==> config.mk <==
export PLATFORM = sky130hd
export DESIGN_NAME = cfg_desc_responder
export DESIGN_NICKNAME = d
export VERILOG_FILES = /design/src/rtl/cfg_desc_pkg.sv /design/src/rtl/cva6_fifo_v3.sv /design/src/rtl/cfg_desc_responder.sv
export SDC_FILE = /design/constraint.sdc
export NUM_CORES = 1
export LEC_CHECK = 0
export BUFFER_PORTS_ARGS = -buffer_cell sky130_fd_sc_hd__buf_2
export CAP_MARGIN = 40
export CORE_MARGIN = 2
export CORE_UTILIZATION = 59
export CTS_CLUSTER_SIZE = 12
export DETAILED_ROUTE_END_ITERATION = 16
export PLACE_DENSITY = 0.91
export SETUP_SLACK_MARGIN = 0.15
export SYNTH_ARGS = -nofsm -noshare
export SYNTH_HDL_FRONTEND = slang
export SYNTH_SLANG_ARGS = --single-unit
export TNS_END_PERCENT = 1
==> constraint.sdc <==
create_clock -name clk_i -period 8 [get_ports clk_i]
set_input_delay 0 -clock clk_i [delete_from_list [all_inputs] [get_ports clk_i]]
set_output_delay 0 -clock clk_i [all_outputs]
set_load 0.01 [all_outputs]
==> src/rtl/cfg_desc_pkg.sv <==
// Shared types, address map and decode for the configuration descriptor responder.
// The published configuration type and its default FPGA build are defined here too.
package cfg_desc_pkg;

  typedef struct packed {
    bit RVA, RVB, RVC, RVH, RVV, RVZCB, FpuEn, RVF, RVD, CvxifEn, RVS, RVU, DebugEn, ZiCondExtEn;
    int unsigned NrPMPEntries, NrLoadBufEntries, MaxOutstandingStores, NrCommitPorts;
    int unsigned BHTEntries, BTBEntries, RASDepth;
    int unsigned NrNonIdempotentRules, NrExecuteRegionRules, NrCachedRegionRules;
    logic [1023:0] NonIdempotentAddrBase, NonIdempotentLength;
    logic [1023:0] ExecuteRegionAddrBase, ExecuteRegionLength;
    logic [1023:0] CachedRegionAddrBase, CachedRegionLength;
  } cva6_cfg_t;

  // Execute rule 3 carries data beyond the rule count on purpose: it must never be visible.
  localparam cva6_cfg_t cva6_cfg = '{
    RVA: 1'b1, RVB: 1'b0, RVC: 1'b0, RVH: 1'b0, RVV: 1'b0, RVZCB: 1'b0, FpuEn: 1'b0,
    RVF: 1'b0, RVD: 1'b0, CvxifEn: 1'b0, RVS: 1'b1, RVU: 1'b1, DebugEn: 1'b1, ZiCondExtEn: 1'b0,
    NrPMPEntries: 0, NrLoadBufEntries: 2, MaxOutstandingStores: 7, NrCommitPorts: 1,
    BHTEntries: 128, BTBEntries: 32, RASDepth: 2,
    NrNonIdempotentRules: 2, NrExecuteRegionRules: 3, NrCachedRegionRules: 1,
    NonIdempotentAddrBase: {896'h0, 64'h2_0000_0000, 64'h0},
    NonIdempotentLength:   {896'h0, 64'h1_0000_0000, 64'h8000_0000},
    ExecuteRegionAddrBase: {768'h0, 64'hDEAD_0000, 64'h8000_0000, 64'h1_0000, 64'h0},
    ExecuteRegionLength:   {832'h0, 64'h4000_0000, 64'h1_0000, 64'h1000},
    CachedRegionAddrBase:  {960'h0, 64'h8000_0000},
    CachedRegionLength:    {960'h0, 64'h4000_0000}
  };

  localparam int unsigned IdMaxWidth = 8;

  localparam logic [7:0]  OffMagic      = 8'h00;
  localparam logic [7:0]  OffFeatures   = 8'h04;
  localparam logic [7:0]  OffSizing     = 8'h08;
  localparam logic [7:0]  OffPredictor  = 8'h0C;
  localparam logic [7:0]  OffRas        = 8'h10;
  localparam logic [7:0]  OffRuleCounts = 8'h14;
  localparam logic [31:0] ExecTableBase = 32'h100;
  localparam logic [31:0] DescSpaceEnd  = 32'h400;
  localparam logic [31:0] Magic         = 32'hC5A6_0001;

  localparam int unsigned FeatRVA = 0,  FeatRVB = 1,  FeatRVC = 2,   FeatRVH = 3;
  localparam int unsigned FeatRVV = 4,  FeatRVZCB = 5, FeatFpu = 6,  FeatRVF = 7;
  localparam int unsigned FeatRVD = 8,  FeatCvxif = 9, FeatRVS = 10, FeatRVU = 11;
  localparam int unsigned FeatDebug = 12, FeatZiCond = 13;

  typedef struct packed {
    logic [31:0]           rdata;
    logic                  err;
    logic [IdMaxWidth-1:0] id;
  } resp_t;

  function automatic logic [7:0] sat8(int unsigned v);
    return (v > 255) ? 8'hFF : v[7:0];
  endfunction

  function automatic logic [15:0] sat16(int unsigned v);
    return (v > 65535) ? 16'hFFFF : v[15:0];
  endfunction

  function automatic logic [31:0] features(cva6_cfg_t cfg);
    logic [31:0] f;
    f = '0;
    f[FeatRVA]   = cfg.RVA;     f[FeatRVB]   = cfg.RVB;   f[FeatRVC]    = cfg.RVC;
    f[FeatRVH]   = cfg.RVH;     f[FeatRVV]   = cfg.RVV;   f[FeatRVZCB]  = cfg.RVZCB;
    f[FeatFpu]   = cfg.FpuEn;   f[FeatRVF]   = cfg.RVF;   f[FeatRVD]    = cfg.RVD;
    f[FeatCvxif] = cfg.CvxifEn; f[FeatRVS]   = cfg.RVS;   f[FeatRVU]    = cfg.RVU;
    f[FeatDebug] = cfg.DebugEn; f[FeatZiCond] = cfg.ZiCondExtEn;
    return f;
  endfunction

  // Id is left zero; the caller attaches the request tag.
  function automatic resp_t decode(cva6_cfg_t cfg, logic [31:0] addr, logic we);
    resp_t         r;
    logic [1023:0] base, len;
    logic [63:0]   b, l;
    int unsigned   cnt;
    r = '0; base = '0; len = '0; cnt = 0;
    if (we || addr[1:0] != 2'b00 || addr >= DescSpaceEnd) begin
      r.err = 1'b1;
    end else if (addr < ExecTableBase) begin
      case (addr[7:0])
        OffMagic:      r.rdata = Magic;
        OffFeatures:   r.rdata = features(cfg);
        OffSizing:     r.rdata = {sat8(cfg.NrPMPEntries), sat8(cfg.NrLoadBufEntries),
                                  sat8(cfg.MaxOutstandingStores), sat8(cfg.NrCommitPorts)};
        OffPredictor:  r.rdata = {sat16(cfg.BHTEntries), sat16(cfg.BTBEntries)};
        OffRas:        r.rdata = cfg.RASDepth;
        OffRuleCounts: r.rdata = {8'h0, sat8(cfg.NrCachedRegionRules),
                                  sat8(cfg.NrExecuteRegionRules), sat8(cfg.NrNonIdempotentRules)};
        default:       r.err = 1'b1;
      endcase
    end else begin
      case (addr[9:8])
        2'd1:    begin base = cfg.ExecuteRegionAddrBase; len = cfg.ExecuteRegionLength;   cnt = cfg.NrExecuteRegionRules; end
        2'd2:    begin base = cfg.CachedRegionAddrBase;  len = cfg.CachedRegionLength;    cnt = cfg.NrCachedRegionRules;  end
        default: begin base = cfg.NonIdempotentAddrBase; len = cfg.NonIdempotentLength; cnt = cfg.NrNonIdempotentRules; end
      endcase
      b = 64'(base >> {addr[7:4], 6'b0});
      l = 64'(len >> {addr[7:4], 6'b0});
      if ({28'b0, addr[7:4]} < cnt) begin
        case (addr[3:2])
          2'd0:    r.rdata = b[31:0];
          2'd1:    r.rdata = b[63:32];
          2'd2:    r.rdata = l[31:0];
          default: r.rdata = l[63:32];
        endcase
      end
    end
    return r;
  endfunction

endpackage

==> src/rtl/cva6_fifo_v3.sv <==
// Small synchronous FIFO, registered head (no fall-through), asynchronous active-high reset.
module cva6_fifo_v3 #(
  parameter int unsigned DATA_WIDTH = 32,
  parameter int unsigned DEPTH      = 3
) (
  input  logic                  clk_i,
  input  logic                  rst_i,
  input  logic                  push_i,
  input  logic [DATA_WIDTH-1:0] data_i,
  input  logic                  pop_i,
  output logic [DATA_WIDTH-1:0] data_o,
  output logic                  empty_o
);
  localparam int unsigned PtrWidth = (DEPTH > 1) ? $clog2(DEPTH) : 1;
  localparam int unsigned CntWidth = $clog2(DEPTH + 1);

  logic [DEPTH-1:0][DATA_WIDTH-1:0] mem_q, mem_d;
  logic [PtrWidth-1:0] rd_ptr_q, rd_ptr_d, wr_ptr_q, wr_ptr_d;
  logic [CntWidth-1:0] cnt_q, cnt_d;
  logic do_push, do_pop;

  function automatic logic [PtrWidth-1:0] ptr_inc(logic [PtrWidth-1:0] p);
    return (p == PtrWidth'(DEPTH - 1)) ? '0 : p + PtrWidth'(1);
  endfunction

  assign do_pop  = pop_i && (cnt_q != '0);
  assign do_push = push_i && (cnt_q != CntWidth'(DEPTH));

  always_comb begin
    mem_d    = mem_q;
    rd_ptr_d = rd_ptr_q;
    wr_ptr_d = wr_ptr_q;
    if (do_push) begin
      mem_d[wr_ptr_q] = data_i;
      wr_ptr_d        = ptr_inc(wr_ptr_q);
    end
    if (do_pop) rd_ptr_d = ptr_inc(rd_ptr_q);
    cnt_d = cnt_q + CntWidth'(do_push) - CntWidth'(do_pop);
  end

  always_ff @(posedge clk_i or posedge rst_i) begin
    if (rst_i) begin
      mem_q    <= '0;
      rd_ptr_q <= '0;
      wr_ptr_q <= '0;
      cnt_q    <= '0;
    end else begin
      mem_q    <= mem_d;
      rd_ptr_q <= rd_ptr_d;
      wr_ptr_q <= wr_ptr_d;
      cnt_q    <= cnt_d;
    end
  end

  assign data_o  = mem_q[rd_ptr_q];
  assign empty_o = (cnt_q == '0);
endmodule

==> src/rtl/cfg_desc_responder.sv <==
// Read-only descriptor space publishing the build configuration: one registered
// decode stage feeding an in-order response FIFO, with credit-based request grant.
module cfg_desc_responder
  import cfg_desc_pkg::*;
#(
  parameter cva6_cfg_t   CVA6Cfg   = cva6_cfg,
  parameter int unsigned AddrWidth = 10,
  parameter int unsigned IdWidth   = 4,
  parameter int unsigned RespDepth = 3
) (
  input  logic                 clk_i,
  input  logic                 rst_i,
  input  logic                 req_i,
  output logic                 gnt_o,
  input  logic [AddrWidth-1:0] addr_i,
  input  logic                 we_i,
  input  logic [31:0]          wdata_i,
  input  logic [IdWidth-1:0]   id_i,
  output logic                 rvalid_o,
  input  logic                 rready_i,
  output logic [31:0]          rdata_o,
  output logic                 err_o,
  output logic [IdWidth-1:0]   id_o
);
  localparam int unsigned CntWidth = 4;

  logic [CntWidth-1:0]  outstanding_q, outstanding_d;
  logic                 s1_valid_q, s1_valid_d;
  logic [AddrWidth-1:0] s1_addr_q, s1_addr_d;
  logic                 s1_we_q, s1_we_d;
  logic [IdWidth-1:0]   s1_id_q, s1_id_d;
  logic                 accept, pop, fifo_empty;
  resp_t                push_data, head;

  // Credit covers S1 plus FIFO, so a push can never find the FIFO full.
  assign gnt_o  = !rst_i && (outstanding_q < CntWidth'(RespDepth));
  assign accept = req_i && gnt_o;
  assign pop    = rvalid_o && rready_i;

  always_comb begin
    s1_valid_d    = accept;
    s1_addr_d     = accept ? addr_i : s1_addr_q;
    s1_we_d       = accept ? we_i   : s1_we_q;
    s1_id_d       = accept ? id_i   : s1_id_q;
    outstanding_d = outstanding_q;
    if (accept && !pop)      outstanding_d = outstanding_q + CntWidth'(1);
    else if (!accept && pop) outstanding_d = outstanding_q - CntWidth'(1);
  end

  always_ff @(posedge clk_i or posedge rst_i) begin
    if (rst_i) begin
      outstanding_q <= '0;
      s1_valid_q    <= 1'b0;
      s1_addr_q     <= '0;
      s1_we_q       <= 1'b0;
      s1_id_q       <= '0;
    end else begin
      outstanding_q <= outstanding_d;
      s1_valid_q    <= s1_valid_d;
      s1_addr_q     <= s1_addr_d;
      s1_we_q       <= s1_we_d;
      s1_id_q       <= s1_id_d;
    end
  end

  always_comb begin
    push_data    = decode(CVA6Cfg, 32'(s1_addr_q), s1_we_q);
    push_data.id = IdMaxWidth'(s1_id_q);
  end

  cva6_fifo_v3 #(
    .DATA_WIDTH ($bits(resp_t)),
    .DEPTH      (RespDepth)
  ) i_resp_fifo (
    .clk_i   (clk_i),
    .rst_i   (rst_i),
    .push_i  (s1_valid_q),
    .data_i  (push_data),
    .pop_i   (pop),
    .data_o  (head),
    .empty_o (fifo_empty)
  );

  // Idle outputs read zero rather than exposing a stale FIFO slot.
  assign rvalid_o = !fifo_empty;
  assign rdata_o  = rvalid_o ? head.rdata : '0;
  assign err_o    = rvalid_o & head.err;
  assign id_o     = rvalid_o ? head.id[IdWidth-1:0] : '0;

  logic unused_bits;
  assign unused_bits = ^{wdata_i, head.id};
endmodule

Yosys cells after proc, flatten, opt, wreduce, memory -nomap -nowiden:

Index checks and enable logic that the tools add are counted.

* add/sub/neg operators: 6
* $mul: 0
* div/mod/pow operators: 0
* $lt $le $gt $ge: 6
* equal/unequal tests: 12
* shift-type cells: 2
* muxes and demuxes: 28
* bitwise operators: 1
* reductions and logical operators: 20

Operator list (count)
* two-way mux 1024 bit: 4
* right shift 1024 x 10 -> 64 bit: 2
* case mux 224 bit (2 select lines): 1
* case mux 159 bit (2 select lines): 1
* two-way mux 32 bit: 6
* case mux 32 bit (6 select lines): 1
* bitwise mux 123 bit: 1
* case mux 32 bit (3 select lines): 1
* binary-select mux 41 bit (select 2 bit): 1
* demux 41 bit (select 2 bit): 1
* two-way mux 41 bit: 2
* less-than comparator 4 x 32 -> 1 bit: 1
* == test 8 x 4 -> 1 bit (second input constant): 2
* == test 8 x 5 -> 1 bit (second input constant): 2
* two-way mux 4 bit: 3
* less-than comparator 10 x 9 -> 1 bit (second input constant): 1
* == test 2 bit (second input constant): 4
* == test 8 x 3 -> 1 bit (second input constant): 1
* logical AND 1 bit: 8
* logical NOT 8 bit: 1
* less-than comparator 2 x 3 -> 1 bit (second input constant): 2
* nonzero test 2 bit: 3
* OR reduction 6 bit: 1
* adder 2 x 1 -> 2 bit (second input constant): 2
* other kinds (15): 23

* flip-flop bits (word level): 149
* bits in latches: 0
* memory bits (writable): 0
* bits in read-only memories: 0
* bits of input ports: 51
* output and inout bits: 39
* logic and storage cells: 86
* memories: 0

Logic depth before layout (Yosys ltp):

* depth in word-level cells: 10
* mapped depth: 12
* gate-level depth less buffers: 11

Modules after synthesis:

A second synthesis with hierarchy kept.

* cells, all modules: 604
* area total of the unflattened synthesis: 7499.7 um^2

Modules (own cells, without submodules)
* cva6_fifo_v3: instances 1, cells each 427, area an instance 5821.8 um^2, sequential area each 3228.1 um^2
* cfg_desc_responder: instances 1, cells each 177, area an instance 1677.9 um^2, sequential area each 500.5 um^2

Worst setup path before layout:

Ideal clock, no wire load.

* kind: register -> register
* from: register outstanding_q[1]
* to: register outstanding_q[3]
* library setup time: 0.125 ns
* arrival time: 2.693 ns
* required time: 7.875 ns
* setup slack: 5.182 ns
* cell stages (with the launch flop): 13
* buffers on the path: 1
* period minus slack after synthesis: 2.818 ns
* cell sequence: dfrtp_1 -> a2111oi_2 -> nand2_1 -> buf_1 -> inv_2 -> ha_1 -> inv_1 -> ha_1 -> a21o_1 -> a21oi_1 -> xnor2_1 -> nor2_1 -> xor2_1

* word-level cells in the longest chain between the ends: 6
* elaborated cells between the ends (all ways): 11
* classes of those cells: 2 x add/sub; 1 x order compare; 2 x mux; 6 x reduce/logical

RTL lines
* from (decl): RTL line cfg_desc_responder.sv:27 `logic [CntWidth-1:0] outstanding_q, outstanding_d;`
* from (signal assigned): RTL line cfg_desc_responder.sv:58 `outstanding_q <= outstanding_d;`
* less-than comparator 4 x 2 -> 1 bit (*): RTL line cfg_desc_responder.sv:36 `assign gnt_o = !rst_i && (outstanding_q < CntWidth'(RespDepth));`
* logical AND 1 bit (*): RTL line cfg_desc_responder.sv:36
* named net gnt_o: RTL line cfg_desc_responder.sv:14 `output logic gnt_o,`
* logical AND 1 bit (*): RTL line cfg_desc_responder.sv:37 `assign accept = req_i && gnt_o;`
* named net accept: RTL line cfg_desc_responder.sv:32 `logic accept, pop, fifo_empty;`
* logical NOT 1 bit: RTL line cfg_desc_responder.sv:47 `else if (!accept && pop) outstanding_d = outstanding_q - CntWidth'(1);`
* logical AND 1 bit: RTL line cfg_desc_responder.sv:47
* nonzero test 2 bit (no line)

Mark *: on every way through the listed nets, which the timed path passes. The rest lies on a longest branch. The select of a mux whose other input is x is not followed.
A chain may end at the register's enable or synchronous reset.

Worst setup path in the final report:

* from: register outstanding_q[1]
* to: register outstanding_q[3]

* word-level cells in the longest chain between the ends: 6
* elaborated cells between the ends (all ways): 11
* classes of those cells: 2 x add/sub; 1 x order compare; 2 x mux; 6 x reduce/logical

RTL lines (RTL line)
* less-than comparator 4 x 2 -> 1 bit (*): cfg_desc_responder.sv:36
* logical AND 1 bit (*): cfg_desc_responder.sv:36
* logical AND 1 bit (*): cfg_desc_responder.sv:37
* named net accept: cfg_desc_responder.sv:32
* logical NOT 1 bit: cfg_desc_responder.sv:47
* logical AND 1 bit: cfg_desc_responder.sv:47
* nonzero test 2 bit (no line)

Marked as above.

==> results.ini <==
[cts]
clock_sinks=86
cts_made_buffers=9
clock_latency_ns=0.36
clock_path_buffers=2
post_cts_resized=0
root_buffer=clkbuf_8
clkSlewWorstSetupHoldPaths_ns=0.09
cts_tree=yes
htree_levels=3
postCtsHoldBufs=16
post_cts_buffers=0

[die]
fp.dieW_um=90.4
die_h_um=90.4
ios=90
die_area_um2=8160
coreArea_um2=7250
start_util_pct=60.7
rows=31

[worst_setup_path]
crit_required_ns=8.24
r2r-start=outstanding_q[1]$_DFFE_PP0P_
startpoint_type=register
critPathSlowestCell=nand2_1
cp-end-kind=register
reg2reg_to=outstanding_q[3]$_DFFE_PP0P_
crit_chain=a2111oi_2, nand2_1, inv_2, ha_1, inv_1, ha_1, a21o_1, a21oi_1, xnor2_1, nor2_1, xor2_1
arrival_ns=3.20
critPathBufInv=2
r2r_setup_slack_ns=5.04
worstSetupPathType=reg -> reg
cp_max_fo=14
reg2reg_depth=11
cpPeakStageDelay_ns=0.46
crit_top_cell=ha_1
critPathTopFamily=compound AO/OA/AOI/OAI gates

[grt]
antenna_found_initial=0
track_usage_pct=24.6
grt_pass1_wl_um=16200
overflow=0
first_global_vias=3439
grt_max_degree=50

[yosys]
async_reset_ff_share_pct=100
yosysMostFrequentCell=nand2_1
synth_cell_types=47
syn_area_um2=4400
netlist_instances=470
synth_area_leaders=dfrtp_1 49%, nand2_1 10%, mux2i_1 4.5%, nor2_1 4.3%, mux2_2 3.3%
yosysTopAreaCell=dfrtp_1
yosysWarningCount=0
yosysTopAreaCellShare_pct=48.9
synth_flop_cell=dfrtp_1
ys_ff_latch=86
synth_edf_count=0
ys_seq_area_share_pct=48.9
synthTopCellsByCount=121 x nand2_1, 86 x dfrtp_1, 50 x nor2_1
postSynthAreaPerCell_um2=9.36

[placement]
place_hpwl_um=6050
place_congestion=0.889
port_buffers=46

[pwr]
p_leak_nw=2.44
p_seq_share_pct=42.9
p_int_mw=0.998
ir_worst_vdd_mv=0.249
combPwrFrac_pct=38.3
p_sw_share_pct=39.5
p_total_mw=1.65
p_per_area_nw_per_um2=330
p_switching_mw=0.652
clkPwrFrac_pct=18.8

[detailed_routing]
dr.pass1.iters=4
drt_iter0_drc=204
postRouteAntennaNets=0
vias=3409
drc_errors=0
viasPerCell=5.49
avgRoutedWirePerCell_um=14.7
routed_wl_um=9120

[sta]
maxSlewViolCount=0
min_period_ns=2.96
max_freq_ghz=0.338
post-route-period-util_pct=37.0
hold_viol_final=0
tightest_slew_ns=0.789
finalSetupViolCount=0
fin_skew_ns=0.00702
rsz0062_at_grt=false
max_slew_margin_pct=47.4
fin_tns_setup_ns=0

[cells_and_area]
drive_gt1_share_pct=17.2
n_antenna_cell=0
finalNetCount=579
syn2layout_area_growth_pct=13.5

[worst_hold_path]
hp-start=rready_i
holdCritPathClass=in -> reg
min_to=i_resp_fifo.rd_ptr_q[1]$_DFFE_PP0P_
worstHoldPathCells=4

[run]
maxCapViolations=0

[run_status]
status=complete, no violations

## worst max-delay path by stage
stage / start / to / slack (ns) / cells past startpoint
floorplan: outstanding_q[1]$_DFFE_PP0P_ / outstanding_q[3]$_DFFE_PP0P_ / 5.18 / 12
global placement: outstanding_q[1]$_DFFE_PP0P_ / outstanding_q[3]$_DFFE_PP0P_ / 5.10 / 11
detailed placement: outstanding_q[1]$_DFFE_PP0P_ / outstanding_q[3]$_DFFE_PP0P_ / 5.04 / 11
CTS: outstanding_q[1]$_DFFE_PP0P_ / outstanding_q[3]$_DFFE_PP0P_ / 5.01 / 11
global route: outstanding_q[1]$_DFFE_PP0P_ / outstanding_q[3]$_DFFE_PP0P_ / 4.83 / 11
finish: outstanding_q[1]$_DFFE_PP0P_ / outstanding_q[3]$_DFFE_PP0P_ / 5.04 / 11
## layer usage
layer,GRT usage (%),vias to the layer above,wire length (um)
met5,0,-,0
met2,41.9,112,4510
met1,32.3,1641,4000
met3,3.17,10,480
li1,-,1646,-
met4,9.23,0,134
## metrics by stage
stage	hold WS, ns	setup WS (ns)	cell area (um^2)	instances	util, %
finish	0.0547	5.04	4990	621	68.9
global route	0.117	4.83	4990	621	68.9
CTS	0.0427	5.01	4990	621	68.9
detailed placement	0.156	5.04	4630	589	63.8
global placement	0.211	5.10	4600	588	63.4
floorplan	0.0433	5.18	4440	480	-
## layout by cell type, fill, tap and decap left out, types with 3 or more instances in the layout
master and instances:
nand2b_1 3, dfrtp_1 86, o32a_1 3, or3_1 3, o21ai_0 9, ha_1 10, mux2_2 13, nor3_1 10
clkbuf_8 9, o22a_1 16, inv_1 8, clkinv_4 3, mux2_1 10, buf_4 5, dlygate4sd3_1 16, mux2i_1 20
xnor2_1 5, conb_1 11, nor2_1 50, a21oi_1 18, nand2_1 121, buf_2 46, o21ai_1 10
## registers in the layout (all words and copies together) (netlist names)
| signal | cells |
|---|---|
| i_resp_fifo.rd_ptr_q | 2 |
| s1_addr_q | 10 |
| i_resp_fifo.wr_ptr_q | 2 |
| s1_valid_q | 1 |
| outstanding_q | 4 |
| s1_id_q | 4 |
| i_resp_fifo.mem_q | 60 |
| i_resp_fifo.cnt_q | 2 |
| s1_we_q | 1 |
## kinds of logic after synthesis
| logic type | Yosys count | synth area share (%) |
|---|---|---|
| AO/OA/AOI/OAI | 67 | 10.4 |
| XOR/XNOR | 7 | 1.39 |
| adder cells (fa/ha/maj) | 11 | 3.30 |
| buffers and inverters | 52 | 6.06 |
| flip-flops | 86 | 48.9 |
| multiplexers | 43 | 10.4 |
| other | 1 | 0.0852 |
| AND/OR/NAND/NOR | 203 | 19.4 |
## layout make-up
type / instances / area, um^2
Multi-Input combinational cell: 342 / 2020
Timing Repair Buffer: 68 / 455
Clock inverter: 7 / 81.3
Sequential cell: 86 / 2150
Tap cell: 99 / 124
Fill cell: 518 / 2260
Inverter: 10 / 38.8
Clock buffer: 9 / 124
## power by group through the flow
stage | logic, mW | clock network (mW) | registers [mW]
3_5_place_dp | 0.627 | 0 | 0.713
6_report | 0.632 | 0.311 | 0.707
2_1_floorplan | 0.523 | 0 | 0.655
5_1_grt | 0.721 | 0.331 | 0.729
4_1_cts | 0.637 | 0.316 | 0.704
3_3_place_gp | 0.599 | 0 | 0.702
## worst min-delay path: stages
cell,delay (ns)
buf_2,0.08
nand2_1,0.12
nand2_1,0.10
o21ai_0,0.07
Note: power is estimated with default switching activity, not from simulation.
